**src/rtl/blocpu_pkg.sv**
```systemverilog
// Shared definitions for the blocpu execution unit: COMBINE opcodes, flag bit
// positions and the execution FSM state encoding.
package blocpu_pkg;

  localparam logic [3:0] OP_ADD = 4'h0;
  localparam logic [3:0] OP_SUB = 4'h1;
  localparam logic [3:0] OP_AND = 4'h2;
  localparam logic [3:0] OP_OR  = 4'h3;
  localparam logic [3:0] OP_XOR = 4'h4;
  localparam logic [3:0] OP_ADC = 4'h5;
  localparam logic [3:0] OP_SBB = 4'h6;
  localparam logic [3:0] OP_SHL = 4'h7;
  localparam logic [3:0] OP_SHR = 4'h8;
  localparam logic [3:0] OP_SAR = 4'h9;
  localparam logic [3:0] OP_CMP = 4'hA;

  localparam int FLAG_Z = 0;
  localparam int FLAG_S = 1;
  localparam int FLAG_C = 2;
  localparam int FLAG_V = 3;

  typedef enum logic {
    ST_IDLE  = 1'b0,
    ST_SHIFT = 1'b1
  } exec_state_t;

  function automatic logic is_shift_op(input logic [3:0] op);
    return (op == OP_SHL) || (op == OP_SHR) || (op == OP_SAR);
  endfunction

endpackage

```
**src/rtl/blocpu_alu.sv**
```systemverilog
// Combinational COMBINE datapath: full single-cycle result/flags for every
// opcode plus the one-bit shift step used by the bit-serial shifter.
module blocpu_alu
  import blocpu_pkg::*;
#(
  parameter int CPU_WIDTH = 8
) (
  input  logic [3:0]           op,
  input  logic [CPU_WIDTH-1:0] a,
  input  logic [CPU_WIDTH-1:0] b,
  input  logic                 cin,
  output logic [CPU_WIDTH-1:0] res,
  output logic [3:0]           flags,
  output logic                 wr_reg,
  output logic                 illegal,
  input  logic [3:0]           step_op,
  input  logic [CPU_WIDTH-1:0] step_in,
  output logic [CPU_WIDTH-1:0] step_res,
  output logic                 step_out
);

  localparam int W = CPU_WIDTH;
  typedef logic [W-1:0] word_t;
  localparam word_t W_MAX = word_t'(W);

  logic [W:0]   ext;
  logic [W-1:0] n_eff;
  logic         c_flag;
  logic         v_flag;
  logic         cin_eff;

  always_comb begin
    ext     = '0;
    res     = '0;
    c_flag  = 1'b0;
    v_flag  = 1'b0;
    wr_reg  = 1'b1;
    illegal = 1'b0;
    cin_eff = 1'b0;
    n_eff   = (b > W_MAX) ? W_MAX : b;
    case (op)
      OP_ADD, OP_ADC: begin
        cin_eff = (op == OP_ADC) && cin;
        ext     = {1'b0, a} + {1'b0, b} + {{W{1'b0}}, cin_eff};
        res     = ext[W-1:0];
        c_flag  = ext[W];
        v_flag  = (a[W-1] == b[W-1]) && (res[W-1] != a[W-1]);
      end
      OP_SUB, OP_SBB, OP_CMP: begin
        // Bit W of the widened difference is the borrow out.
        cin_eff = (op == OP_SBB) && cin;
        ext     = {1'b0, a} - {1'b0, b} - {{W{1'b0}}, cin_eff};
        res     = ext[W-1:0];
        c_flag  = ext[W];
        v_flag  = (a[W-1] != b[W-1]) && (res[W-1] != a[W-1]);
        wr_reg  = (op != OP_CMP);
      end
      OP_AND: res = a & b;
      OP_OR:  res = a | b;
      OP_XOR: res = a ^ b;
      // Guard bit on the exit side of the shift captures the last bit out.
      OP_SHL: begin
        ext    = {1'b0, a} << n_eff;
        res    = ext[W-1:0];
        c_flag = ext[W];
      end
      OP_SHR: begin
        ext    = {a, 1'b0} >> n_eff;
        res    = ext[W:1];
        c_flag = ext[0];
      end
      OP_SAR: begin
        ext    = $unsigned($signed({a, 1'b0}) >>> n_eff);
        res    = ext[W:1];
        c_flag = ext[0];
      end
      default: begin
        wr_reg  = 1'b0;
        illegal = 1'b1;
      end
    endcase
    flags = illegal ? 4'b0000 : {v_flag, c_flag, res[W-1], (res == '0)};
  end

  always_comb begin
    step_res = step_in;
    step_out = 1'b0;
    case (step_op)
      OP_SHL: begin
        step_res = {step_in[W-2:0], 1'b0};
        step_out = step_in[W-1];
      end
      OP_SHR: begin
        step_res = {1'b0, step_in[W-1:1]};
        step_out = step_in[0];
      end
      OP_SAR: begin
        step_res = {step_in[W-1], step_in[W-1:1]};
        step_out = step_in[0];
      end
      default: begin
        step_res = step_in;
        step_out = 1'b0;
      end
    endcase
  end

endmodule

```
**src/rtl/blocpu_exec_unit.sv**
```systemverilog
// blocpu execution unit: register file, flag register RF and COMBINE ALU with
// optional bit-serial shifter, driven by a valid/ready operation handshake.
module blocpu_exec_unit
  import blocpu_pkg::*;
#(
  parameter int CPU_WIDTH    = 8,
  parameter int REG_COUNT    = 8,
  parameter int SHIFT_SERIAL = 1,
  parameter int RIDX_W       = $clog2(REG_COUNT)
) (
  input  logic                 in_clock,
  input  logic                 in_reset_n,
  input  logic                 in_op_valid,
  output logic                 out_op_ready,
  input  logic [3:0]           in_op,
  input  logic [RIDX_W-1:0]    in_dst,
  input  logic [RIDX_W-1:0]    in_src,
  output logic                 out_done,
  output logic                 out_illegal,
  input  logic                 in_wr_en,
  input  logic [RIDX_W-1:0]    in_wr_addr,
  input  logic [CPU_WIDTH-1:0] in_wr_data,
  input  logic                 in_flags_wr_en,
  input  logic [CPU_WIDTH-1:0] in_flags_data,
  input  logic [RIDX_W-1:0]    in_rd_addr_a,
  output logic [CPU_WIDTH-1:0] out_rd_data_a,
  input  logic [RIDX_W-1:0]    in_rd_addr_b,
  output logic [CPU_WIDTH-1:0] out_rd_data_b,
  output logic [CPU_WIDTH-1:0] out_flags
);

  localparam int W = CPU_WIDTH;
  typedef logic [W-1:0] word_t;
  localparam word_t W_MAX = word_t'(W);

  // Handshake: an operation is taken on a rising edge where in_op_valid and
  // out_op_ready are both high; ready is high exactly while the FSM is IDLE.

  logic [W-1:0]      rg [REG_COUNT];
  logic [3:0]        rf;
  exec_state_t       state;
  logic [W-1:0]      sh_val;
  logic [W-1:0]      sh_cnt;
  logic [3:0]        sh_op;
  logic [RIDX_W-1:0] sh_dst;
  logic              done_q;
  logic              illegal_q;

  logic [W-1:0] op_a, op_b, shift_n;
  logic [W-1:0] alu_res, step_res;
  logic [3:0]   alu_flags;
  logic         alu_wr, alu_illegal, step_out;
  logic         accept, go_serial, shift_last;
  logic         wb_reg, wb_flags;
  logic [RIDX_W-1:0] wb_idx;
  logic [W-1:0] wb_data;
  logic [3:0]   wb_f;
  logic         unused_ok;

  assign op_a       = rg[in_dst];
  assign op_b       = rg[in_src];
  assign shift_n    = (op_b > W_MAX) ? W_MAX : op_b;
  assign accept     = in_op_valid && (state == ST_IDLE);
  assign go_serial  = (SHIFT_SERIAL != 0) && is_shift_op(in_op) && (shift_n != '0);
  assign shift_last = (state == ST_SHIFT) && (sh_cnt == word_t'(1));
  assign unused_ok  = ^in_flags_data;

  blocpu_alu #(.CPU_WIDTH(W)) u_alu (
    .op       (in_op),
    .a        (op_a),
    .b        (op_b),
    .cin      (rf[FLAG_C]),
    .res      (alu_res),
    .flags    (alu_flags),
    .wr_reg   (alu_wr),
    .illegal  (alu_illegal),
    .step_op  (sh_op),
    .step_in  (sh_val),
    .step_res (step_res),
    .step_out (step_out)
  );

  always_comb begin
    wb_reg   = 1'b0;
    wb_flags = 1'b0;
    wb_idx   = in_dst;
    wb_data  = alu_res;
    wb_f     = alu_flags;
    if (shift_last) begin
      wb_reg   = 1'b1;
      wb_flags = 1'b1;
      wb_idx   = sh_dst;
      wb_data  = step_res;
      wb_f     = {1'b0, step_out, step_res[W-1], (step_res == '0)};
    end else if (accept && !go_serial) begin
      wb_reg   = alu_wr;
      wb_flags = !alu_illegal;
    end
  end

  always_ff @(posedge in_clock or negedge in_reset_n) begin
    if (!in_reset_n) begin
      state     <= ST_IDLE;
      sh_val    <= '0;
      sh_cnt    <= '0;
      sh_op     <= OP_ADD;
      sh_dst    <= '0;
      done_q    <= 1'b0;
      illegal_q <= 1'b0;
    end else begin
      done_q    <= 1'b0;
      illegal_q <= 1'b0;
      case (state)
        ST_IDLE: begin
          if (accept) begin
            if (go_serial) begin
              sh_val <= op_a;
              sh_cnt <= shift_n;
              sh_op  <= in_op;
              sh_dst <= in_dst;
              state  <= ST_SHIFT;
            end else begin
              done_q    <= 1'b1;
              illegal_q <= alu_illegal;
            end
          end
        end
        ST_SHIFT: begin
          sh_val <= step_res;
          sh_cnt <= sh_cnt - word_t'(1);
          if (shift_last) begin
            state  <= ST_IDLE;
            done_q <= 1'b1;
          end
        end
        default: state <= ST_IDLE;
      endcase
    end
  end

  // Execution writeback is applied after the external write so it wins.
  always_ff @(posedge in_clock or negedge in_reset_n) begin
    if (!in_reset_n) begin
      for (int i = 0; i < REG_COUNT; i++) rg[i] <= '0;
      rf <= 4'b0000;
    end else begin
      if (in_wr_en) rg[in_wr_addr] <= in_wr_data;
      if (wb_reg) rg[wb_idx] <= wb_data;
      if (in_flags_wr_en) rf <= in_flags_data[3:0];
      if (wb_flags) rf <= wb_f;
    end
  end

  assign out_op_ready  = (state == ST_IDLE);
  assign out_done      = done_q;
  assign out_illegal   = illegal_q;
  assign out_rd_data_a = rg[in_rd_addr_a];
  assign out_rd_data_b = rg[in_rd_addr_b];
  assign out_flags     = word_t'(rf);

endmodule

```
**config.mk**
```make
export PLATFORM = sky130hd
export DESIGN_NAME = blocpu_exec_unit
export DESIGN_NICKNAME = d
export VERILOG_FILES = /design/src/rtl/blocpu_pkg.sv /design/src/rtl/blocpu_alu.sv /design/src/rtl/blocpu_exec_unit.sv
export SDC_FILE = /design/constraint.sdc
export NUM_CORES = 1
export LEC_CHECK = 0
export CORE_ASPECT_RATIO = 1.4
export CORE_MARGIN = 4
export CORE_UTILIZATION = 50
export CTS_BUF_LIST = sky130_fd_sc_hd__clkbuf_4 sky130_fd_sc_hd__clkbuf_8
export DETAILED_ROUTE_END_ITERATION = 10
export DONT_BUFFER_PORTS = 1
export PLACE_DENSITY = 0.73
export SLEW_MARGIN = 30
export SYNTH_ARGS = -nofsm -noshare
export SYNTH_HDL_FRONTEND = slang
export SYNTH_SLANG_ARGS = --single-unit
```
**constraint.sdc**
```tcl
create_clock -name in_clock -period 5.6 [get_ports in_clock]
set_clock_uncertainty 0.15 [all_clocks]
set_input_delay 1.12 -clock in_clock [delete_from_list [all_inputs] [get_ports in_clock]]
set_output_delay 1.12 -clock in_clock [all_outputs]
set_load 0.05 [all_outputs]
```
==> impl_summary.md <==
Global routing
Summed over all layers, the global routing overflow is 0. The via count of the first global-routing pass is roughly 7600. The global-route usage over all layers is 28.4%. Entering global routing, the biggest net connects 95 pins. The number of antenna violations at the first check in global routing is 0. The first-pass GRT wire length is 43900 microns.

Worst setup path
The cell with the largest stage delay on the worst path is sky130_fd_sc_hd__or4b_1. STA classifies the critical path startpoint as a primary input. By instance count, the cell type seen most on the critical path is sky130_fd_sc_hd__a21o_1. The kind of capture point of the worst setup path is a register. The category of the most critical setup path is in -> reg. The delay of the slowest cell on the worst path is 570 ps. The data arrival time at the worst-slack endpoint is ~5300 ps. Along the worst path, the maximum fanout reaches 16. Counting cells, the worst reg-to-reg path comes to 14.

Walking the worst path, the cells encountered are mux4_2 > mux2i_1 > inv_2 > fa_1 > fa_1 > a21o_1 > a21o_1 > a21o_1 > a21oi_1 > xnor2_1 > a211oi_1 > nand3_1 > or4b_1 > o31ai_2. The data required time of the critical path is 5750 ps.

Floorplan
The number of rows created at floorplan is 57. The total area inside the core boundary comes to 0.0175 sq mm. The effective utilization at floorplan is between 50% and 60%.

The boundary pin count is 67. The floorplan die area is 0.0202 sq mm. The horizontal die dimension is 121 microns. Measured along the y axis, the die boundary spans 166 microns.

Yosys
The Yosys step of the flow raised 0 warnings. By area the synthesized netlist is led by sky130_fd_sc_hd__dfrtp_1, sky130_fd_sc_hd__mux4_2, sky130_fd_sc_hd__mux2_2. The area of the mapped netlist is 0.00897 sq mm. The count of state elements after synthesis is 94. The instance count of the mapped netlist is 927. The top cell type by total area after synthesis is sky130_fd_sc_hd__dfrtp_1. The post-synthesis async set-or-reset flop share is 100%.

The synthesized area per cell is about 9.7 sq um. The most used flip-flop cell after synthesis is sky130_fd_sc_hd__dfrtp_1. The number of enable-type register cells in the synthesized netlist is 0.

For this run, the register share of the synthesized area comes to 26.2%. The share of synthesized area in the top cell type comes to 26.2%. Synthesis instantiated 88 different standard cells from the library.

CTS
The clock drives 94 sinks. After clock tree synthesis, the clock-pin slew on the worst setup and hold paths is between 100 and 150 ps. The H-tree generated during clock tree synthesis spans 3 levels. No sink is reached through more buffers than the 2 on the longest clock path. Clock tree synthesis selected as its root buffer the cell sky130_fd_sc_hd__clkbuf_8. At the later pin of the worst-skew pair, clock insertion delay measures 390 ps.

TritonCTS built the clock tree. Post-CTS timing repair inserted 0 buffers for setup. The number of hold-repair buffers added at the cts stage is 0. After clock tree synthesis, the repair step resized 0 gates. Counting the buffers created by CTS gives 9.

Drt
The number of iterations in the first detailed-routing pass is 5. The routed design has 28600 microns of wire. The detailed router placed 7815 vias in this run.

The count of routing violations after the opening detailed-route iteration is between 800 and 900. The number of remaining DRC errors is 0. The via density per instance is just under 7. Dividing the detail-routed wire length by the instance count gives around 25 microns. Once detail routing completed, the nets flagged for antenna violations numbered 0.

Status
The run finished with clean final reports.

Cells and area
The library cell used most frequently in the layout, excluding fill and tap cells, is sky130_fd_sc_hd__dfrtp_1. The final net count is approximately 980. Leaving out fill and tap cells, the most frequent cells in the layout are sky130_fd_sc_hd__dfrtp_1, sky130_fd_sc_hd__nand2_1, sky130_fd_sc_hd__mux2_2. The total inserted antenna cells is 0.

The area growth from synthesis to layout is 4.63%. Summing all non-filler instances in the final layout gives an area of about 0.0094 sq mm. Cells with a size suffix above 1 make up around a quarter of the layout. Cells fill about 54% of the core in the end. The number of fill cells is 1586.

STA
Setup repair after global routing left no endpoint under its margin. The final max-slew violation count is 0. Subtracting the final worst setup slack from the clock period gives roughly 5100 ps. The achievable frequency is between 150 and 200 MHz. The number of hold-slack violations in the final timing report is 0. The transition time at the pin with the least slew margin is 982 ps. After layout, the worst path uses 91.5% of the clock period. The tightest slew margin relative to the limit is 34.0%. Setup violations remaining at the end of the flow were counted as 0. For the final routed database, the setup TNS stands at 0 ps.

Power and ir drop
The worst-case vdd ir drop is 0.214 mV. The ratio of total power to cell area is 344 mW/mm^2. For this design the static power due to leakage is 3.83 nW.

Place
At the end of routability-driven placement, the weighted congestion stood at 0.976. The count of buffers from port buffering is 0. After legalization and detailed placement, the total HPWL measured 21000 microns. The post-placement cell area is between 0.009 and 0.01 sq mm.

Run
The tool flagged a number of max-cap violations equal to 0.

Worst hold path
In this run the worst hold path is classified as in -> async.
## sequential cells by signal, summed over array words and instances, names as in the netlist
register / flops
sh_dst: 3
state: 1
sh_op: 4
rf: 4
sh_cnt: 8
out_illegal: 1
sh_val: 8
out_done: 1
rg: 64
## per-layer routing
layer  GRT usage (%)  vias to the layer above  part of all wire [%]
met1            34.3                     3777                    36
met3            4.10                      120                   7.6
li1                -                     3482                     -
met2            48.3                      436                    50
met4            15.6                        0                   6.7
met5               0                        -                     0
## final cells by class
class | count | area [sq um] | area share (%)
repair buffers | 31 | 233 | 2.48
clock inverters | 7 | 60.1 | 0.640
multi-input cells | 739 | 6190 | 66.0
clock buffers | 9 | 124 | 1.32
well taps | 236 | 295 | 3.15
flip-flops and latches | 94 | 2350 | 25.1
inverters | 33 | 126 | 1.35
## metrics by stage
stage	setup WS [ps]	power (W)	std cells	hold WS [ps]
2_1_floorplan	204	0.00226	930	297
3_3_place_gp	152	0.00271	1133	316
3_5_place_dp	103	0.00274	1133	332
4_1_cts	510	0.00320	1149	242
5_1_grt	313	0.00341	1149	234
6_report	474	0.00323	1149	261
## Yosys cell counts (4+ instances only)
library cell                number
sky130_fd_sc_hd__ha_1           30
sky130_fd_sc_hd__buf_2          10
sky130_fd_sc_hd__a211oi_1       17
sky130_fd_sc_hd__a22oi_1         9
sky130_fd_sc_hd__buf_1           6
sky130_fd_sc_hd__and3_1          9
sky130_fd_sc_hd__a31oi_1         6
sky130_fd_sc_hd__a221oi_1        4
sky130_fd_sc_hd__nor3b_1         5
sky130_fd_sc_hd__o21a_1          8
sky130_fd_sc_hd__o21ai_0        40
sky130_fd_sc_hd__o31ai_1         5
sky130_fd_sc_hd__mux2i_1        25
sky130_fd_sc_hd__buf_4           7
sky130_fd_sc_hd__o211ai_1       12
sky130_fd_sc_hd__a22o_1          5
sky130_fd_sc_hd__mux4_2         61
sky130_fd_sc_hd__nor3_1         22
sky130_fd_sc_hd__inv_2           7
sky130_fd_sc_hd__fa_1            4
sky130_fd_sc_hd__or3_1           4
sky130_fd_sc_hd__mux2_2         71
sky130_fd_sc_hd__nor2b_1        15
sky130_fd_sc_hd__nand3_1        30
sky130_fd_sc_hd__xnor2_1         7
sky130_fd_sc_hd__dfrtp_1        94
sky130_fd_sc_hd__nand2b_1        5
sky130_fd_sc_hd__nand2_1        93
sky130_fd_sc_hd__inv_1          25
sky130_fd_sc_hd__mux2i_4         6
sky130_fd_sc_hd__nor2_1         67
sky130_fd_sc_hd__a21o_1          9
sky130_fd_sc_hd__clkbuf_1       37
sky130_fd_sc_hd__nand4b_1        4
sky130_fd_sc_hd__o221ai_1        5
sky130_fd_sc_hd__a2111oi_0       4
sky130_fd_sc_hd__o21ai_1        16
sky130_fd_sc_hd__nand4_1         6
sky130_fd_sc_hd__a21oi_1        63
## power by group
part	total (W)	switching [W]	internal (W)
Clock	0.000456	0.000284	0.000172
Sequential	0.000929	0.000148	0.000781
Combinational	0.00184	0.00107	0.000768
## final timing paths
check | from | to | slack (ps)
max in group asynchronous | in_reset_n | rg[9]$_DFF_PN0_ | 4860
setup reg to reg | rg[8]$_DFF_PN0_ | rf[0]$_DFFE_PN0P_ | 790
setup / recovery | in_src[0] | rf[0]$_DFFE_PN0P_ | 470
hold / removal | in_reset_n | sh_dst[2]$_DFFE_PN0P_ | 260
hold reg to reg | sh_cnt[7]$_DFFE_PN0P_ | sh_cnt[7]$_DFFE_PN0P_ | 350
min in group in_clock | sh_cnt[7]$_DFFE_PN0P_ | sh_cnt[7]$_DFFE_PN0P_ | 350
## worst max-delay path, delay by kind of cell
kind | cells | cell delay (ps)
compound gates | 6 | 1420
xor+xnor | 1 | 90
fa+ha+maj | 2 | 940
buf+inv | 1 | 110
mux | 2 | 810
simple gates | 2 | 760
## cell families (layout without fill, tap and decap cells)
| family | Yosys count | after routing | synth area share [%] |
|---|---|---|---|
| flops | 94 | 94 | 26.2 |
| simple gates | 285 | 285 | 15.8 |
| other cells | 1 | 4 | 0.0418 |
| mux | 165 | 165 | 29.0 |
| xor+xnor | 10 | 10 | 0.977 |
| buf+inv | 97 | 80 | 4.95 |
| compound gates | 241 | 241 | 18.0 |
| fa+ha+maj | 34 | 34 | 5.08 |
Note: power is estimated with default switching activity, not from simulation.
==> variant, RTL diff (same flow settings) <==
`CPU_WIDTH` is set to 8 in 2 places; all go to 16.
--- a/src/rtl/blocpu_alu.sv
+++ b/src/rtl/blocpu_alu.sv
@@ -3,7 +3,7 @@
 module blocpu_alu
   import blocpu_pkg::*;
 #(
-  parameter int CPU_WIDTH = 8
+  parameter int CPU_WIDTH = 16
 ) (
   input  logic [3:0]           op,
   input  logic [CPU_WIDTH-1:0] a,
--- a/src/rtl/blocpu_exec_unit.sv
+++ b/src/rtl/blocpu_exec_unit.sv
@@ -3,7 +3,7 @@
 module blocpu_exec_unit
   import blocpu_pkg::*;
 #(
-  parameter int CPU_WIDTH    = 8,
+  parameter int CPU_WIDTH    = 16,
   parameter int REG_COUNT    = 8,
   parameter int SHIFT_SERIAL = 1,
   parameter int RIDX_W       = $clog2(REG_COUNT)
Ports: changed (5 resized); port bits go from 67 to 107. No check against the original RTL was run, so the function may have changed too.
==> variant against the unedited design <==
  * Sequential cell count rose by 80
  * Global-route usage rose by 11 points
  * Worst hold slack got worse by 120 ps
  * Total power rose by 140%
  * Register-to-register slack got worse by 550 ps
  * Critical endpoint unchanged
  * Die area rose by 96%
  * Routed wire length rose to 2.7 times the old value
  * Synthesized area rose by 100%
  * Clock power rose by 110%
  * Fmax fell by 7.8%
  * Design area rose by 120%
  * Setup slack got worse by 430 ps
  * Cell count rose by 130%
==> variant: results (changes against the unedited design) <==
[run_status]
status = finished clean

[place]
pre_cts_slack_ps = -383.5  ; -486.9 ps
dp_cells = 2615  ; +130%
dp_hpwl_mm = 57.47  ; +170%
placed_area_mm2 = 0.02043  ; +120%
place.gp.congestion = 1.060  ; +8.6%

[synthesis]
synth_xor_area_share_pct = 1.252  ; +0.28 points
synth_fa_ha_area_share_pct = 4.706  ; -0.37 points
yosys-top-cells-count = 257 x nand2_1, 174 x dfrtp_1, 164 x nor2_1
synthDistinctLibCells = 82  ; -6.8%
syn_area_per_cell_um2 = 8.897  ; -8.0%
seq_area_frac_synth_pct = 23.94  ; -2.3 points
synth_compound_area_share_pct = 18.82  ; +0.86 points
synth_area_leader_cell = dfrtp_1
synth_top_cells_by_area = dfrtp_1 24%, mux4_2 16%, mux2i_1 7.0%
synthMuxAreaShare_pct = 29.85  ; +0.87 points
yosys_warnings = 0  ; unchanged
ys_async_sr_fraction_pct = 100.0  ; unchanged

[drt]
dr.pass1.iters = 6  ; +1
wl_met1_mm = 25.95  ; +150%
dr.first_iter.drc_count = 2422  ; +190%
vias_per_cell = 7.019  ; +3.2%
met3_length_mm = 7.010  ; +220%
dr_total_vias = 18580  ; +140%
routed_wl_mm = 77.51  ; +170%
top_layer = met5
wl_met2_mm = 37.07  ; +160%

[sta]
max_freq_ghz = 0.1799  ; -7.8%
hold_ws_ps = 142.3  ; -118.6 ps
slew_headroom_pct = 42.55  ; +8.5 points

[global_routing]
grt_use_met3_pct = 8.532  ; +4.4 points
antenna_found_initial = 1  ; +1
grt_pass1_vias = 18240  ; +140%
met1_usage_pct = 43.27  ; +9.0 points
grt_pass1_wl_mm = 115.5  ; +160%
grt_max_degree = 175  ; +84%
track_usage_pct = 38.86  ; +11 points
grt_use_met2_pct = 64.54  ; +16 points

[hold_path]
hp-class = primary input to asynchronous set/reset pin

[clock_tree]
htreeDepth = 4  ; +1
clkTransAtPathRegs_ps = 120
root_buffer = clkbuf_8
numCtsBuffers = 17  ; +8
clock_latency_ps = 520  ; +130 ps

[finish]
drive_gt1_share_pct = 26.64  ; +3.1 points
largest_registers = rg x128, sh_cnt x16, sh_val x16
final_nets = 2294  ; +130%

[worst_setup_path]
worstRegToRegCells = 16  ; +2
reg2reg_setup_slack_ps = 240  ; -550 ps
arrival_ps = 5850  ; +570 ps
worstPathMaxFanout = 41  ; +25
reg2reg_to = rf[0]$_DFFE_PN0P_
r2r_start = rg[48]$_DFF_PN0_
startpoint = in_dst[1]

[run]
cap_violations = 0  ; unchanged

[power]
ir_worst_vdd_uv = 263.6  ; +23%
cellLeakagePower_nw = 8.936  ; +130%

## variant: critical path, stage by stage
cell      delay [ps]
mux4_2           520
mux2i_4          230
inv_2            140
buf_4            190
fa_2             400
a21o_1           190
and4_1           230
o41ai_2          380
o21ai_2          180
nand4_1          130
nand4_1          180
a211o_1          370
nor4_1           540
nand3b_1         260
or4_4            540
o31ai_2          210
## variant: final cells by class
| type | instances | area, um^2 |
|---|---|---|
| Clock buffer | 17 | 234.0 |
| Multi-Input combinational cell | 1655 | 13090 |
| Inverter | 56 | 210.2 |
| Clock inverter | 15 | 168.9 |
| Sequential cell | 174 | 4354 |
| Timing Repair Buffer | 268 | 2212 |
| Fill cell | 3170 | 15060 |
| Tap cell | 462 | 578.1 |
## variant: timing repair
action                     4_1_cts  5_1_grt
buffers inserted                 0        0
gates resized for setup          0        4
setup endpoints to repair        0        1
## variant: power breakdown
part           internal [mW]  switching, mW
Clock                  0.374          0.563
Combinational           2.12           2.78
Sequential              1.46          0.336
Total                   3.95           3.68
